--- src/rtl/grey_pkg.sv ---
// rtl/grey_pkg.sv - shared widths and state encoding for the grey counter and its init loader
package grey_pkg;

    localparam int NDIG   = 12;
    localparam int DIG_W  = 5;
    localparam int INIT_W = NDIG * DIG_W;
    localparam int BITS_W = $clog2(INIT_W);

    typedef enum logic {
        ST_IDLE,
        ST_SHIFT
    } state_t;

endpackage

--- src/rtl/grey_init_loader_if.sv ---
// rtl/grey_init_loader_if.sv - serial frame input and preload output bundle of the init loader
interface grey_init_loader_if;
    import grey_pkg::*;

    logic              START;
    logic              DIN;
    logic              DVALID;
    logic [INIT_W-1:0] INIT;
    logic              LOAD;
    logic              BUSY;
    logic              ERR;
    logic [BITS_W-1:0] BITS;

    modport master (
        output START, DIN, DVALID,
        input  INIT, LOAD, BUSY, ERR, BITS
    );

    modport slave (
        input  START, DIN, DVALID,
        output INIT, LOAD, BUSY, ERR, BITS
    );

endinterface

--- src/rtl/grey_gap_timer.sv ---
// rtl/grey_gap_timer.sv - saturating idle-gap counter; pulses expired on the TIMEOUT-th idle tick
module grey_gap_timer #(
    parameter int unsigned TIMEOUT = 255
) (
    input  logic CLK,
    input  logic RST,
    input  logic clear,
    input  logic tick,
    output logic expired
);

    localparam int CNT_W = (TIMEOUT > 0) ? $clog2(TIMEOUT + 1) : 1;
    localparam logic [CNT_W-1:0] CNT_MAX  = CNT_W'(TIMEOUT);
    localparam logic [CNT_W-1:0] CNT_LAST = CNT_W'((TIMEOUT > 0) ? TIMEOUT - 1 : 0);

    logic [CNT_W-1:0] cnt;

    always_ff @(posedge CLK) begin
        if (RST || clear) begin
            cnt <= '0;
        end else if (tick && (cnt != CNT_MAX)) begin
            cnt <= cnt + CNT_W'(1);
        end
    end

    // Fires on the tick that would bring the count up to TIMEOUT.
    assign expired = (TIMEOUT != 0) && tick && (cnt == CNT_LAST);

endmodule

--- src/rtl/grey_init_loader.sv ---
// rtl/grey_init_loader.sv - assembles the 60-bit grey counter preload word from a serial frame
module grey_init_loader
    import grey_pkg::*;
#(
    parameter int unsigned TIMEOUT = 255
) (
    input  logic                CLK,
    input  logic                RST,
    grey_init_loader_if.slave   bus
);

    state_t              state, state_n;
    logic [INIT_W-2:0]   sr, sr_n;
    logic [BITS_W-1:0]   bits, bits_n;
    logic [INIT_W-1:0]   init_q, init_n;
    logic                load_q, load_n;
    logic                busy_q, busy_n;
    logic                err_q, err_n;
    logic                gap_clr;
    logic                gap_tick;
    logic                gap_expired;

    grey_gap_timer #(
        .TIMEOUT (TIMEOUT)
    ) u_gap_timer (
        .CLK     (CLK),
        .RST     (RST),
        .clear   (gap_clr),
        .tick    (gap_tick),
        .expired (gap_expired)
    );

    always_ff @(posedge CLK) begin
        if (RST) begin
            state  <= ST_IDLE;
            sr     <= '0;
            bits   <= '0;
            init_q <= '0;
            load_q <= 1'b0;
            busy_q <= 1'b0;
            err_q  <= 1'b0;
        end else begin
            state  <= state_n;
            sr     <= sr_n;
            bits   <= bits_n;
            init_q <= init_n;
            load_q <= load_n;
            busy_q <= busy_n;
            err_q  <= err_n;
        end
    end

    always_comb begin
        state_n  = state;
        sr_n     = sr;
        bits_n   = bits;
        init_n   = init_q;
        load_n   = 1'b0;
        busy_n   = busy_q;
        err_n    = err_q;
        gap_clr  = 1'b0;
        gap_tick = 1'b0;

        unique case (state)
            ST_IDLE: begin
                if (bus.START) begin
                    state_n = ST_SHIFT;
                    busy_n  = 1'b1;
                    bits_n  = '0;
                    sr_n    = '0;
                    err_n   = 1'b0;
                    gap_clr = 1'b1;
                end
            end
            ST_SHIFT: begin
                if (bus.START) begin
                    bits_n  = '0;
                    sr_n    = '0;
                    gap_clr = 1'b1;
                end else if (bus.DVALID) begin
                    sr_n    = {sr[INIT_W-3:0], bus.DIN};
                    gap_clr = 1'b1;
                    if (bits == BITS_W'(INIT_W - 1)) begin
                        // Only a complete frame ever reaches the shadow INIT register.
                        init_n  = {sr, bus.DIN};
                        load_n  = 1'b1;
                        busy_n  = 1'b0;
                        bits_n  = '0;
                        state_n = ST_IDLE;
                    end else begin
                        bits_n = bits + BITS_W'(1);
                    end
                end else begin
                    gap_tick = 1'b1;
                    if (gap_expired) begin
                        state_n = ST_IDLE;
                        busy_n  = 1'b0;
                        err_n   = 1'b1;
                    end
                end
            end
            default: state_n = ST_IDLE;
        endcase
    end

    assign bus.INIT = init_q;
    assign bus.LOAD = load_q;
    assign bus.BUSY = busy_q;
    assign bus.ERR  = err_q;
    assign bus.BITS = bits;

endmodule

--- src/flat_wrapper.sv ---
// flat-port wrapper written by rule: the top's interface ports become plain ports
module grey_init_loader_flat import grey_pkg::*;
#(
    parameter int unsigned TIMEOUT = 255
)
  (CLK, RST, bus_START, bus_DIN, bus_DVALID, bus_INIT, bus_LOAD, bus_BUSY, bus_ERR, bus_BITS);
  grey_init_loader_if bus_i ();
  input  logic CLK;
  input  logic RST;
  input wire logic [$bits(bus_i.START)-1:0] bus_START;
  input wire logic [$bits(bus_i.DIN)-1:0] bus_DIN;
  input wire logic [$bits(bus_i.DVALID)-1:0] bus_DVALID;
  output wire logic [$bits(bus_i.INIT)-1:0] bus_INIT;
  output wire logic [$bits(bus_i.LOAD)-1:0] bus_LOAD;
  output wire logic [$bits(bus_i.BUSY)-1:0] bus_BUSY;
  output wire logic [$bits(bus_i.ERR)-1:0] bus_ERR;
  output wire logic [$bits(bus_i.BITS)-1:0] bus_BITS;
  assign bus_i.START = bus_START;
  assign bus_i.DIN = bus_DIN;
  assign bus_i.DVALID = bus_DVALID;
  assign bus_INIT = bus_i.INIT;
  assign bus_LOAD = bus_i.LOAD;
  assign bus_BUSY = bus_i.BUSY;
  assign bus_ERR = bus_i.ERR;
  assign bus_BITS = bus_i.BITS;
  grey_init_loader #(.TIMEOUT(TIMEOUT)) u_core (.CLK(CLK), .RST(RST), .bus(bus_i));
endmodule
--- config.mk ---
export PLATFORM = sky130hd
export DESIGN_NAME = grey_init_loader_flat
export DESIGN_NICKNAME = d
export VERILOG_FILES = /design/src/rtl/grey_pkg.sv /design/src/rtl/grey_init_loader_if.sv /design/src/rtl/grey_gap_timer.sv /design/src/rtl/grey_init_loader.sv /design/src/flat_wrapper.sv
export SDC_FILE = /design/constraint.sdc
export NUM_CORES = 1
export LEC_CHECK = 0
export ABC_AREA = 1
export CAP_MARGIN = 5
export CORE_MARGIN = 3
export CORE_UTILIZATION = 35
export CTS_BUF_LIST = sky130_fd_sc_hd__clkbuf_4 sky130_fd_sc_hd__clkbuf_8 sky130_fd_sc_hd__clkbuf_16
export DETAILED_ROUTE_END_ITERATION = 10
export GPL_ROUTABILITY_DRIVEN = 0
export PLACE_DENSITY = 0.66
export SYNTH_ARGS = -nofsm -noshare
export SYNTH_HDL_FRONTEND = slang
export SYNTH_HIERARCHICAL = 1
export SYNTH_SLANG_ARGS = --single-unit
export TNS_END_PERCENT = 50
--- constraint.sdc ---
create_clock -name CLK -period 5.4 [get_ports CLK]
set_clock_uncertainty 0.1 [all_clocks]
set_input_delay 0.54 -clock CLK [delete_from_list [all_inputs] [get_ports CLK]]
set_output_delay 0.54 -clock CLK [all_outputs]
set_load 0.01 [all_outputs]
==> flow_summary.json <==
{
  "area_growth_pct": 27.4,
  "outcome": "completed",
  "drt-initial-drc-count": 304,
  "track_usage_pct": 14.1,
  "hold_buffers": 0,
  "cts_resized": 0,
  "crit_buf_inv": 2,
  "place_area_sq_um": 5870,
  "fin_nets": 724,
  "finalHoldViolCount": 0,
  "numCtsBuffers": 17,
  "synth_compound_area_share_pct": 14.5,
  "overflow": 0,
  "ys_types": 28,
  "postLayoutCellArea_sq_um": 6460,
  "hpwl_mm": 6.46,
  "synth_simple_gate_area_share_pct": 25.2,
  "tightest_slew_ns": 1.15,
  "post-synth-top-area-cell": "dfxtp_1",
  "dp_slack_ns": 2.06,
  "io_buffer_count": 73,
  "synth_top_family_by_area": "simple AND/OR/NAND/NOR gates",
  "max_clock_freq_ghz": 0.345,
  "cp.arrival_ns": 3.08,
  "die_h_microns": 126,
  "antenna_found_initial": 0,
  "path_clk_slew_ns": 0.06,
  "via_per_inst": 4.68,
  "total_leakage_power_nw": 2.15,
  "end_kind": "flip-flop",
  "insertion_delay_ns": 0.42,
  "first_pass_iters": 5,
  "holdCritPathClass": "flip-flop to flip-flop",
  "rows": 43,
  "cts_tree": "done",
  "vias": 4245,
  "layout-drive-gt1-share_pct": 8.79,
  "slew_headroom_pct": 23.0,
  "wl_mm": 10.8,
  "cap_violations": 0,
  "core_area_sq_um": 14000,
  "post_cts.repair.setup_buffers": 0,
  "critPathRequiredTime_ns": 5.58,
  "synth_area_leaders": "dfxtp_1 (54%), a21oi_1 (13%), nand2_1 (12%)",
  "syn_nets": 669,
  "htreeDepth": 4,
  "seqCellArea_sq_um": 2740,
  "fin_ws_ns": 2.50,
  "cts_sinks": 137,
  "syn-mean-instance-area_sq_um": 7.69,
  "nFillCells": 1377,
  "setup_viol": 0,
  "synth.ff_latch_count": 137,
  "synth_ff_type": "dfxtp_1",
  "grt_max_degree": 76,
  "drtAntennaViolNets": 0,
  "num_antenna_cells": 0,
  "startpoint_type": "primary input",
  "holdCritStartpoint": "u_core/sr[34]",
  "synth_top_area_share_pct": 54.1,
  "drc": 0,
  "root_buffer": "clkbuf_16",
  "finalPower_w": 0.00221,
  "ys_async_sr_fraction_pct": 0,
  "initial_core_util_pct": 36.1,
  "ctsLongestPathBuffers": 2,
  "grt_setup_unrepaired": "no",
  "synth_seq_area_share_pct": 54.1,
  "reg2reg_from": "u_core/state",
  "period_share_pct": 53.7,
  "multi_input_area_sq_um": 2090,
  "synthCells": 660,
  "synth_edf_count": 0,
  "ios": 74,
  "cp_top_family": "simple AND/OR/NAND/NOR gates",
  "ir_drop_mv": 0.208,
  "post-route-util_pct": 46.0,
  "grt_pass1_wl_mm": 18.9,
  "syn_area_sq_um": 5070,
  "fin_crit_ns": 2.90,
  "slowest_delay_ns": 0.82,
  "power_density_nw_per_um2": 342,
  "yosys_warnings": 6,
  "grt_pass1_vias": 4133,
  "crit_path_top_delay_cell": "nand2_2",
  "ys_top_cells_by_count": "nand2_1 (156), dfxtp_1 (137), a21oi_1 (130)",
  "fin_setup_tns_ns": 0,
  "crit_fanout": 62,
  "path_cells": "clkdlybuf4s50_1 -> nand2_1 -> nor2_4 -> buf_4 -> nand2_2 -> a21oi_1 -> nor2_2",
  "cp-startpoint": "bus_DVALID",
  "synth_xor_area_share_pct": 0.345,
  "synthMuxAreaShare_pct": 0,
  "yosys.area_share.adder_pct": 0.987,
  "synth_most_common_cell": "nand2_1",
  "slew_viol_final": 0,
  "worstSetupPathType": "primary input to flip-flop",
  "dieArea_sq_um": 16000,
  "die_x_microns": 126,
  "wire_per_inst_microns": 11.9
}
flip-flops by register name (all words and copies together) (netlist names):
register and cells:
u_core/bus.ERR 1, u_core/bus.LOAD 1, u_core/state 1, u_core/sr 59, u_core/bus.BUSY 1, u_core/u_gap_timer/cnt 8
u_core/bus.BITS 6, u_core/bus.INIT 60
cell usage in the layout, fill, tap and decap left out, drive strengths merged, types with 2 or more instances in the layout:
master and count:
nand3 12, nor2 141, nor3 3, inv 21, dfxtp 137, clkinv 4, clkdlybuf4s50 72, ha 4
o21a 2, o21ai 8, buf 4, clkbuf 19, clkinvlp 3, nand2 160, a21oi 132
per-stage QoR:
step | std cells | hold slack, ns
6_report | 908 | 0.361
5_1_grt | 908 | 0.378
4_1_cts | 908 | 0.363
3_5_place_dp | 876 | 0.353
3_3_place_gp | 876 | 0.348
2_1_floorplan | 660 | 0.340
area by class of cell:
class                           instances  area share, %
Clock inverter                         13           2.07
Clock buffer                           19           7.01
Tap cell                              180           3.49
Inverter                               16          0.930
Timing Repair Buffer                   76           11.6
Sequential cell                       137           42.5
Multi-Input combinational cell        467           32.4
cells by family (layout without fill, tap and decap cells):
kind of cell | count (synthesis) | after routing
AOI/OAI and AO/OA | 143 | 143
xor gates and xnor gates | 2 | 2
adders and majority gates | 4 | 4
buffers and inverters | 56 | 124
DFF | 137 | 137
and+or+nand+nor | 318 | 318
worst reg2reg max path: cells and delay by family (launching register included):
kind / cells / cell delay, ns
buffers and inverters: 1 / 0.51
DFF: 1 / 0.38
and+or+nand+nor: 4 / 1.14
AOI/OAI and AO/OA: 1 / 0.42
report_power, final:
part	total, W	switching (W)	internal (W)
Combinational	0.0000589	0.0000441	0.0000148
Sequential	0.00102	0.00000276	0.00101
Clock	0.00113	0.000463	0.000669
Total	0.00221	0.000510	0.00170
worst paths after layout:
kind / endpoint / depth (start not counted) / slack (ns)
worst max-delay path: u_core/bus.INIT[51] / 7 / 2.50
worst max register to register: u_core/bus.INIT[51] / 6 / 2.73
worst min-delay path: u_core/sr[34] / 2 / 0.36
worst min register to register: u_core/sr[34] / 2 / 0.36
metal layers:
metal	routed length [microns]	share of wire, %	GRT usage, %	up-vias
met1	5330	49	18.3	1913
met3	411	3.8	4.51	12
met2	4970	46	22.5	83
li1	-	-	-	2237
met5	0	0	0	-
met4	128	1.2	4.48	0
Note: power is estimated with default switching activity, not from simulation.
